==> src/rtl/uart_pkg.sv <==
// Shared types and helpers for the configurable UART blocks.
//   uart_tx_state_t : transmitter FSM states
//   uart_parity_t   : runtime parity selection carried on parity_mode
//   parity_bit()    : parity value to place on the line for a data word
//   parity_enabled(): whether a parity bit slot exists in the frame
package uart_pkg;

  typedef enum logic [2:0] {
    IDLE   = 3'd0,
    START  = 3'd1,
    DATA   = 3'd2,
    PARITY = 3'd3,
    STOP   = 3'd4
  } uart_tx_state_t;

  typedef enum logic [1:0] {
    PAR_NONE = 2'b00,
    PAR_EVEN = 2'b01,
    PAR_ODD  = 2'b10,
    PAR_RSVD = 2'b11
  } uart_parity_t;

  // Widest supported data word; narrower words are zero-extended, which
  // leaves their XOR reduction unchanged.
  localparam int unsigned MAX_DATA_BITS = 9;

  // Even parity makes the total count of ones even, odd makes it odd.
  function automatic logic parity_bit(input logic [MAX_DATA_BITS-1:0] data,
                                      input uart_parity_t mode);
    logic red_s;
    red_s = ^data;
    case (mode)
      PAR_EVEN: return red_s;
      PAR_ODD:  return ~red_s;
      default:  return 1'b0;
    endcase
  endfunction

  // The reserved encoding behaves exactly like "no parity".
  function automatic logic parity_enabled(input uart_parity_t mode);
    case (mode)
      PAR_EVEN: return 1'b1;
      PAR_ODD:  return 1'b1;
      default:  return 1'b0;
    endcase
  endfunction

endpackage

==> src/rtl/uart_baud_gen.sv <==
// Bit-period timer shared by the UART transmitter and receiver.
//   clk      : system clock, rising edge
//   rst      : synchronous active-high reset
//   en       : run enable; the counter is held at zero while low
//   bit_tick : one-cycle pulse in the last cycle of every CLKS_PER_BIT period
// The first tick after en rises comes CLKS_PER_BIT cycles later, so a bit
// that starts in the same cycle as en lasts exactly one bit period.
module uart_baud_gen #(
  parameter int CLKS_PER_BIT = 16
) (
  input  logic clk,
  input  logic rst,
  input  logic en,
  output logic bit_tick
);

  localparam int CW = (CLKS_PER_BIT > 1) ? $clog2(CLKS_PER_BIT) : 1;
  localparam logic [CW-1:0] CNT_LAST = CW'(CLKS_PER_BIT - 1);
  localparam logic [CW-1:0] CNT_ONE  = CW'(1'b1);
  localparam logic [CW-1:0] CNT_ZERO = CW'(1'b0);

  logic [CW-1:0] cnt_r;

  // Baud counter: cleared when disabled, wraps at the last cycle of a bit.
  always_ff @(posedge clk) begin
    if (rst) begin
      cnt_r <= CNT_ZERO;
    end else if (!en) begin
      cnt_r <= CNT_ZERO;
    end else if (cnt_r == CNT_LAST) begin
      cnt_r <= CNT_ZERO;
    end else begin
      cnt_r <= cnt_r + CNT_ONE;
    end
  end

  assign bit_tick = en && (cnt_r == CNT_LAST);

endmodule

==> src/rtl/uart_tx_cfg.sv <==
// Runtime-configurable UART transmitter.
//   clk         : system clock, rising edge
//   rst         : synchronous active-high reset; aborts any frame in flight
//   tx_start    : send request, accepted only while idle
//   tx_data     : word to send, captured on acceptance
//   parity_mode : 00 none, 01 even, 10 odd, 11 treated as none
//   two_stop    : 0 one stop bit, 1 two stop bits
//   tx_serial   : serial line, idles high
//   tx_busy     : high while a frame is on the line
//   tx_done     : one-cycle pulse in the cycle after the last stop bit
// Frame: start(0), DATA_BITS data bits LSB first, optional parity, 1 or 2
// stop bits(1). All configuration is captured with the data so a frame is
// never disturbed by input changes while it is being sent. Every output is
// driven straight from a flop.
module uart_tx_cfg
  import uart_pkg::*;
#(
  parameter int CLKS_PER_BIT = 16,
  parameter int DATA_BITS    = 8
) (
  input  logic                 clk,
  input  logic                 rst,
  input  logic                 tx_start,
  input  logic [DATA_BITS-1:0] tx_data,
  input  logic [1:0]           parity_mode,
  input  logic                 two_stop,
  output logic                 tx_serial,
  output logic                 tx_busy,
  output logic                 tx_done
);

  if (CLKS_PER_BIT < 2) begin : g_bad_clks_per_bit
    $error("uart_tx_cfg: CLKS_PER_BIT must be at least 2");
  end
  if ((DATA_BITS < 5) || (DATA_BITS > 9)) begin : g_bad_data_bits
    $error("uart_tx_cfg: DATA_BITS must be in the range 5..9");
  end

  localparam int BIT_W = $clog2(DATA_BITS);
  localparam logic [BIT_W-1:0] BIT_LAST = BIT_W'(DATA_BITS - 1);
  localparam logic [BIT_W-1:0] BIT_ONE  = BIT_W'(1'b1);
  localparam logic [BIT_W-1:0] BIT_ZERO = BIT_W'(1'b0);

  uart_tx_state_t       state_r,     state_nxt_s;
  logic [DATA_BITS-1:0] shift_r,     shift_nxt_s;
  logic [BIT_W-1:0]     bit_idx_r,   bit_idx_nxt_s;
  logic                 stop_idx_r,  stop_idx_nxt_s;
  logic                 parity_r,    parity_nxt_s;
  logic                 par_en_r,    par_en_nxt_s;
  logic                 two_stop_r,  two_stop_nxt_s;
  logic                 tx_serial_r, serial_nxt_s;
  logic                 tx_busy_r,   busy_nxt_s;
  logic                 tx_done_r,   done_nxt_s;

  logic                 baud_en_s;
  logic                 bit_tick_s;
  uart_parity_t         mode_in_s;

  assign mode_in_s = uart_parity_t'(parity_mode);
  assign baud_en_s = (state_r != IDLE);

  uart_baud_gen #(
    .CLKS_PER_BIT(CLKS_PER_BIT)
  ) u_baud (
    .clk      (clk),
    .rst      (rst),
    .en       (baud_en_s),
    .bit_tick (bit_tick_s)
  );

  // Next-state and next-output logic; the line level for the next bit is
  // computed here so it appears on tx_serial together with the state change.
  always_comb begin
    state_nxt_s    = state_r;
    shift_nxt_s    = shift_r;
    bit_idx_nxt_s  = bit_idx_r;
    stop_idx_nxt_s = stop_idx_r;
    parity_nxt_s   = parity_r;
    par_en_nxt_s   = par_en_r;
    two_stop_nxt_s = two_stop_r;
    serial_nxt_s   = tx_serial_r;
    busy_nxt_s     = tx_busy_r;
    done_nxt_s     = 1'b0;

    case (state_r)
      IDLE: begin
        serial_nxt_s = 1'b1;
        busy_nxt_s   = 1'b0;
        if (tx_start) begin
          state_nxt_s    = START;
          shift_nxt_s    = tx_data;
          parity_nxt_s   = parity_bit(MAX_DATA_BITS'(tx_data), mode_in_s);
          par_en_nxt_s   = parity_enabled(mode_in_s);
          two_stop_nxt_s = two_stop;
          bit_idx_nxt_s  = BIT_ZERO;
          stop_idx_nxt_s = 1'b0;
          serial_nxt_s   = 1'b0;
          busy_nxt_s     = 1'b1;
        end else begin
          state_nxt_s = IDLE;
        end
      end

      START: begin
        if (bit_tick_s) begin
          state_nxt_s  = DATA;
          serial_nxt_s = shift_r[0];
          shift_nxt_s  = {1'b0, shift_r[DATA_BITS-1:1]};
        end else begin
          state_nxt_s = START;
        end
      end

      // shift_r[0] always holds the bit that goes out at the next tick.
      DATA: begin
        if (bit_tick_s) begin
          if (bit_idx_r == BIT_LAST) begin
            if (par_en_r) begin
              state_nxt_s  = PARITY;
              serial_nxt_s = parity_r;
            end else begin
              state_nxt_s  = STOP;
              serial_nxt_s = 1'b1;
            end
          end else begin
            bit_idx_nxt_s = bit_idx_r + BIT_ONE;
            serial_nxt_s  = shift_r[0];
            shift_nxt_s   = {1'b0, shift_r[DATA_BITS-1:1]};
          end
        end else begin
          state_nxt_s = DATA;
        end
      end

      PARITY: begin
        if (bit_tick_s) begin
          state_nxt_s  = STOP;
          serial_nxt_s = 1'b1;
        end else begin
          state_nxt_s = PARITY;
        end
      end

      STOP: begin
        serial_nxt_s = 1'b1;
        if (bit_tick_s) begin
          if (stop_idx_r || !two_stop_r) begin
            state_nxt_s = IDLE;
            busy_nxt_s  = 1'b0;
            done_nxt_s  = 1'b1;
          end else begin
            stop_idx_nxt_s = 1'b1;
          end
        end else begin
          state_nxt_s = STOP;
        end
      end

      default: begin
        state_nxt_s  = IDLE;
        serial_nxt_s = 1'b1;
        busy_nxt_s   = 1'b0;
      end
    endcase
  end

  // State, datapath and output registers.
  always_ff @(posedge clk) begin
    if (rst) begin
      state_r     <= IDLE;
      shift_r     <= {DATA_BITS{1'b0}};
      bit_idx_r   <= BIT_ZERO;
      stop_idx_r  <= 1'b0;
      parity_r    <= 1'b0;
      par_en_r    <= 1'b0;
      two_stop_r  <= 1'b0;
      tx_serial_r <= 1'b1;
      tx_busy_r   <= 1'b0;
      tx_done_r   <= 1'b0;
    end else begin
      state_r     <= state_nxt_s;
      shift_r     <= shift_nxt_s;
      bit_idx_r   <= bit_idx_nxt_s;
      stop_idx_r  <= stop_idx_nxt_s;
      parity_r    <= parity_nxt_s;
      par_en_r    <= par_en_nxt_s;
      two_stop_r  <= two_stop_nxt_s;
      tx_serial_r <= serial_nxt_s;
      tx_busy_r   <= busy_nxt_s;
      tx_done_r   <= done_nxt_s;
    end
  end

  assign tx_serial = tx_serial_r;
  assign tx_busy   = tx_busy_r;
  assign tx_done   = tx_done_r;

endmodule

==> config.mk <==
export PLATFORM = sky130hd
export DESIGN_NAME = uart_tx_cfg
export DESIGN_NICKNAME = d
export VERILOG_FILES = /design/src/rtl/uart_pkg.sv /design/src/rtl/uart_baud_gen.sv /design/src/rtl/uart_tx_cfg.sv
export SDC_FILE = /design/constraint.sdc
export NUM_CORES = 1
export LEC_CHECK = 0
export BUFFER_PORTS_ARGS = -buffer_cell sky130_fd_sc_hd__buf_2
export CAP_MARGIN = 20
export CORE_UTILIZATION = 56
export CTS_CLUSTER_DIAMETER = 80
export DETAILED_ROUTE_END_ITERATION = 12
export GPL_TIMING_DRIVEN = 1
export PLACE_DENSITY_LB_ADDON = 0.12
export SLEW_MARGIN = 20
export SYNTH_ARGS = -nofsm -noshare
export SYNTH_HDL_FRONTEND = slang
export SYNTH_HIERARCHICAL = 1
export SYNTH_SLANG_ARGS = --single-unit
export TNS_END_PERCENT = 50
==> constraint.sdc <==
create_clock -name clk -period 2.25 [get_ports clk]
set_input_delay 0 -clock clk [delete_from_list [all_inputs] [get_ports clk]]
set_output_delay 0 -clock clk [all_outputs]
set_load 0.02 [all_outputs]
### Yosys cells after proc, flatten, opt, wreduce, memory -nomap -nowiden

Cells that the tools add are included.

* $add $sub $neg: 2
* bitwise gates (word level): 5
* shift operators: 0
* div/mod/pow operators: 0
* order comparisons: 0
* multiplexer cells: 36
* $mul: 0
* reduce and logical (&&, ||, !) cells: 20
* eq/ne operators: 18

Operator list (number)
* $mux W8: 4
* $mux W3: 9
* $pmux W8 S3: 1
* $ne A2 B2 Y1 const B: 8
* $mux W1: 15
* $pmux W3 S5: 1
* $reduce_or A3 Y1: 3
* $reduce_xor A9 Y1: 1
* $reduce_and A4 Y1: 2
* $eq A3 B2 Y1 const B: 2
* $eq A3 B3 Y1 const B: 2
* $ne A3 B3 Y1 const B: 2
* $pmux W3 S2: 1
* $reduce_and A3 Y1: 2
* $reduce_bool A3 Y1: 2
* $not A1 Y1: 5
* $reduce_and A5 Y1: 1
* $add A4 B1 Y4 const B: 1
* $eq A4 B4 Y1 const B: 1
* $pmux W1 S2: 2
* $pmux W1 S4: 1
* $reduce_and A2 Y1: 2
* $reduce_bool A2 Y1: 2
* $add A3 B1 Y3 const B: 1
* 10 further kinds: 10

* logic and storage cells: 92
* memory bits (writable): 0
* flip-flop bits (word level): 25
* memories: 0
* output and inout port bits: 3
* bits in read-only memories: 0
* latch bits: 0
* input bits: 14

### Logic depth before layout (Yosys ltp)

* depth after elaboration: 5
* gate-level depth with buffers: 10
* depth with buffers taken out: 8

### Modules after synthesis

The synthesis kept the hierarchy.

By module, submodules not included
* uart_tx_cfg: times used 1, cells an instance 133, seq. area each 420.4 um^2, area each 1192.4 um^2
* uart_baud_gen: times used 1, cells an instance 17, seq. area each 80.1 um^2, area each 157.7 um^2

### Worst setup path before layout

No wires, ideal clock.

* path type: flip-flop to flip-flop
* start: register state_r[2]
* end: register shift_r[2]
* clock period less this slack: 2.019 ns
* data required time: 2.108 ns
* slack: 0.231 ns
* arrival time: 1.878 ns
* setup time: 0.142 ns
* path buffers: 2
* cell stages (with the launch flop): 11
* cells stage by stage: dfxtp_1 -> clkbuf_1 -> or3_1 -> inv_1 -> nor2_1 -> and4bb_1 -> a211oi_2 -> nor2_4 -> buf_6 -> nor2_1 -> a211oi_2

* cells in the longest elaborated chain, start to end: 4
* elaborated cells between the ends (all ways): 12
* classes of those cells: eq/ne: 6; mux: 1; reduce/logical: 5

Ends and longest elaborated chain
* start, declared: line uart_tx_cfg.sv:44 `uart_tx_state_t state_r, state_nxt_s;`
* start signal, assigned: line uart_tx_cfg.sv:181 `state_r <= state_nxt_s;`
* $reduce_bool A3 Y1 (*): line uart_tx_cfg.sv:60 `assign baud_en_s = (state_r != IDLE);`
* named net baud_en_s: line uart_tx_cfg.sv:55 `logic baud_en_s;`
* $logic_and A1 B1 Y1 (*): line uart_baud_gen.sv:37 `assign bit_tick = en && (cnt_r == CNT_LAST);`
* named net bit_tick_s: line uart_tx_cfg.sv:56 `logic bit_tick_s;`
* $ne A2 B2 Y1 (no line)
* $reduce_and A5 Y1 (no line) (*)
* end signal, assigned: line uart_tx_cfg.sv:171 `shift_r <= {DATA_BITS{1'b0}};`
* end signal, assigned: line uart_tx_cfg.sv:182 `shift_r <= shift_nxt_s;`
* end, declared: line uart_tx_cfg.sv:45 `logic [DATA_BITS-1:0] shift_r, shift_nxt_s;`

The timed path passes the listed nets; every way through them passes the cells marked *.
A chain may end at the register's enable or synchronous reset.

### Worst setup path in the final report

* start: register u_baud.cnt_r[0]
* end: register shift_r[3]

* cells in the longest elaborated chain, start to end: 4
* elaborated cells between the ends (all ways): 5
* classes of those cells: eq/ne: 3; reduce/logical: 2

Ends and longest elaborated chain
* start, declared: line uart_baud_gen.sv:22 `logic [CW-1:0] cnt_r;`
* start signal, assigned: line uart_baud_gen.sv:33 `cnt_r <= cnt_r + CNT_ONE;`
* $eq A4 B4 Y1 (*): line uart_baud_gen.sv:37
* $logic_and A1 B1 Y1 (*): line uart_baud_gen.sv:37
* named net bit_tick_s: line uart_tx_cfg.sv:56
* $ne A2 B2 Y1 (no line)
* $reduce_and A5 Y1 (no line) (*)

Marked as above.

==> reports/qor.log <==
qor: logic_synthesis.synth-edff-count 0
qor: clock_network.cts_made_buffers 3
qor: floorplanning.placeable_core_region 2233 um^2
qor: logic_synthesis.synthMostInstantiatedCell dfxtp_1
qor: routing.viasPerCell 5.533
qor: logic_synthesis.number_of_standard_cells_after_synthesis 150
qor: place.dpl_worst_slack 168.8 ps
qor: sta.slew-limit-headroom 64.88%
qor: global_routing.grt_pass1_vias 995
qor: sta.timing_max_transition_violations_final 0
qor: sta.rsz0062_at_grt no
qor: setup_path.cell_breakdown_of_the_critical_path ha_1 > nand3_1 > nor2_2 > and4bb_1 > a211oi_2 > nor2_4 > nor2_1 > a211oi_2
qor: floorplanning.core.rowCount 17
qor: final_layout.n_antenna_cell 0
qor: routing.detail_route.iter0.violations 9
qor: logic_synthesis.syn_area_per_cell 9.000 um^2
qor: sta.final.setup.worst_slack 246.2 ps
qor: clock_network.clock_sink_count 25
qor: routing.detail_route.first_pass.iterations 4
qor: clock_network.post_cts.repair.setup_buffers 0
qor: final_layout.fill_cells 199
qor: hold_path.worst_hold_path_type in -> reg
qor: setup_path.critPathLaunchType register
qor: logic_synthesis.mappedNetlistArea 1350 um^2
qor: clock_network.clock-root-buffer clkbuf_4
qor: routing.drc 0
qor: routing.wire_per_inst 12.39 um
qor: power.max-vdd-ir-drop 0.4077 mV
qor: floorplanning.die_outline_height 51.10 um
qor: logic_synthesis.synth_common_cells dfxtp_1, nor2_1, a21oi_1
qor: final_layout.finalNetCount 189
qor: setup_path.kind_of_end_point_of_the_critical_path register
qor: setup_path.cp_data_arrival_time 2240 ps
qor: place.dp_hpwl 1815 um
qor: setup_path.critical-path-slowest-cell dfxtp_1
qor: sta.final_number_of_hold_violating_endpoints 0
qor: global_routing.track_usage 20.80%
qor: clock_network.cts.path.max_buffers 2
qor: clock_network.clkLatencyLatePin 310 ps
qor: sta.post-route-period-util 89.06%
qor: setup_path.critPathKind reg -> reg
qor: status.status completed
qor: clock_network.clk_pin_slew_worst_paths 130 ps
qor: final_layout.areaGrowthSynthToFinish 12.14%
qor: logic_synthesis.yosys_warnings 6
qor: sta.final.setup.tns 0 ps
qor: sta.worst_pin_slew 524.2 ps
qor: setup_path.slowest_delay 380 ps
qor: sta.maxClockFrequency 499.1 MHz
qor: power.power_density 542.1 nW/um^2
qor: floorplanning.pin_count 17
qor: logic_synthesis.postSynth.asyncResetShare 0%
qor: logic_synthesis.synth.yosys.seq_area_share 37.07%
qor: final_layout.finish.utilization 67.79%
qor: setup_path.cp_max_fo 14
qor: routing.vias 1090
qor: routing.total_wire_length_after_detailed_routing 2440 um
qor: global_routing.global_route_wire_length_before_repair 4112 um
qor: sta.final_setup_violation_count 0
qor: floorplanning.dieArea 2611 um^2
qor: floorplanning.starting_utilization_of_the_core_area 60.45%
qor: sta.minimum_period_implied_by_the_final_worst_setup_slack 2004 ps
qor: power.total_leakage_power 0.6197 nW
qor: final_layout.final-seq-area 500.5 um^2
qor: setup_path.cp_common_cell a211oi_2
qor: logic_synthesis.post_synth_num_cell_types 41
qor: global_routing.gr-total-overflow 0
qor: setup_path.data_required_time_of_the_critical_path 2490 ps
qor: logic_synthesis.synth_fp_nets 169
qor: flow_run.drv_cap 0
qor: place.gp_congestion 0.7687
qor: place.port_buffers 16
qor: logic_synthesis.synth_top_flop_cell dfxtp_1
qor: logic_synthesis.yosysTopAreaCellShare 37.07%
qor: final_layout.multi_input_area 784.5 um^2
qor: logic_synthesis.synth.ff_latch_count 25
qor: global_routing.grt_max_degree 24
qor: floorplanning.die-width 51.10 um
qor: clock_network.cts_tree built
qor: logic_synthesis.ys_top_cells_by_area dfxtp_1, a211oi_2, mux2i_1
qor: routing.antenna_left 0
qor: global_routing.antenna_found_initial 0
qor: logic_synthesis.synth_top_area_cell dfxtp_1
qor: clock_network.clock_tree.htree_level_count 1
qor: sta.fin_skew 5.428 ps
qor: final_layout.share_of_layout_cells_above_drive_strength_1 23.08%
flip-flops by register name, indices dropped and copies added (netlist names), 3 cells and up:
signal        flops
state_r           3
shift_r           8
u_baud/cnt_r      4
bit_idx_r         3
metrics by stage:
stage               power [mW]  instances  hold slack, ps  cell area, um^2
floorplan               0.6009        150           75.70             1350
global placement        0.6309        190           244.6             1454
detailed placement      0.6359        190           248.7             1454
CTS                     0.8305        197           62.18             1511
global route            0.8639        197           70.46             1514
finish                  0.8207        197           61.80             1514
critical path, delay by kind of cell, from the launching register on:
kind | cells | cell delay [ps]
compound gates | 2 | 270
simple gates | 5 | 1080
flops | 1 | 380
fa+ha+maj | 1 | 200
logic make-up (layout without fill, tap and decap cells):
group | count (synthesis) | in the layout | synth area share, %
simple gates | 53 | 53 | 21.22
flops | 25 | 25 | 37.07
buf+inv | 15 | 34 | 5.004
xor+xnor | 10 | 10 | 7.044
mux | 8 | 8 | 5.932
fa+ha+maj | 5 | 5 | 4.634
compound gates | 34 | 34 | 19.09
layout make-up:
cell class	instances	area share, %
multi-input cells	110	51.82
flip-flops and latches	25	33.06
repair buffers	23	9.256
well taps	28	2.314
inverters	7	1.736
clock buffers	3	1.488
clock inverters	1	0.3306
cell usage in the layout, fill, tap and decap left out, types with 4 or more instances in the layout:
| cell | Yosys | layout |
|---|---|---|
| ha_1 | 5 | 5 |
| a211oi_2 | 8 | 8 |
| dfxtp_1 | 25 | 25 |
| nand2_1 | 8 | 8 |
| a21oi_1 | 12 | 12 |
| nand2b_1 | 7 | 7 |
| mux2i_1 | 8 | 8 |
| xnor2_1 | 7 | 7 |
| buf_4 | 0 | 4 |
| buf_2 | 3 | 16 |
| inv_1 | 6 | 6 |
| nor2_1 | 17 | 16 |
layer usage:
metal / vias up / GRT usage (%) / share of wire [%]
met3: 2 / 2.679 / 1.4
li1: 566 / - / -
met5: - / 0 / 0
met1: 513 / 25.32 / 48
met4: 0 / 6.944 / 0.78
met2: 9 / 37.28 / 50
path summary, 6_finish.rpt:
kind                            slack [ps]              end       startpoint  cells past startpoint
worst min register to register         460  u_baud/cnt_r[0]  u_baud/cnt_r[0]                      1
worst min-delay path                    60         par_en_r   parity_mode[0]                      4
worst max register to register         250       shift_r[3]  u_baud/cnt_r[0]                      8
worst max-delay path                   250       shift_r[3]  u_baud/cnt_r[0]                      8
power breakdown:
part,internal [mW],total (mW),switching (mW)
sequential,0.464,0.476,0.0126
combinational,0.0708,0.153,0.0825
clock,0.0664,0.191,0.125
total,0.601,0.821,0.220
repair_timing:
action,4_1_cts,5_1_grt
hold buffers,3,0
endpoints found under the hold margin,3,0
endpoints found under the setup margin,0,6
gates resized for setup,0,1
Power figures use the tool's default switching activity.
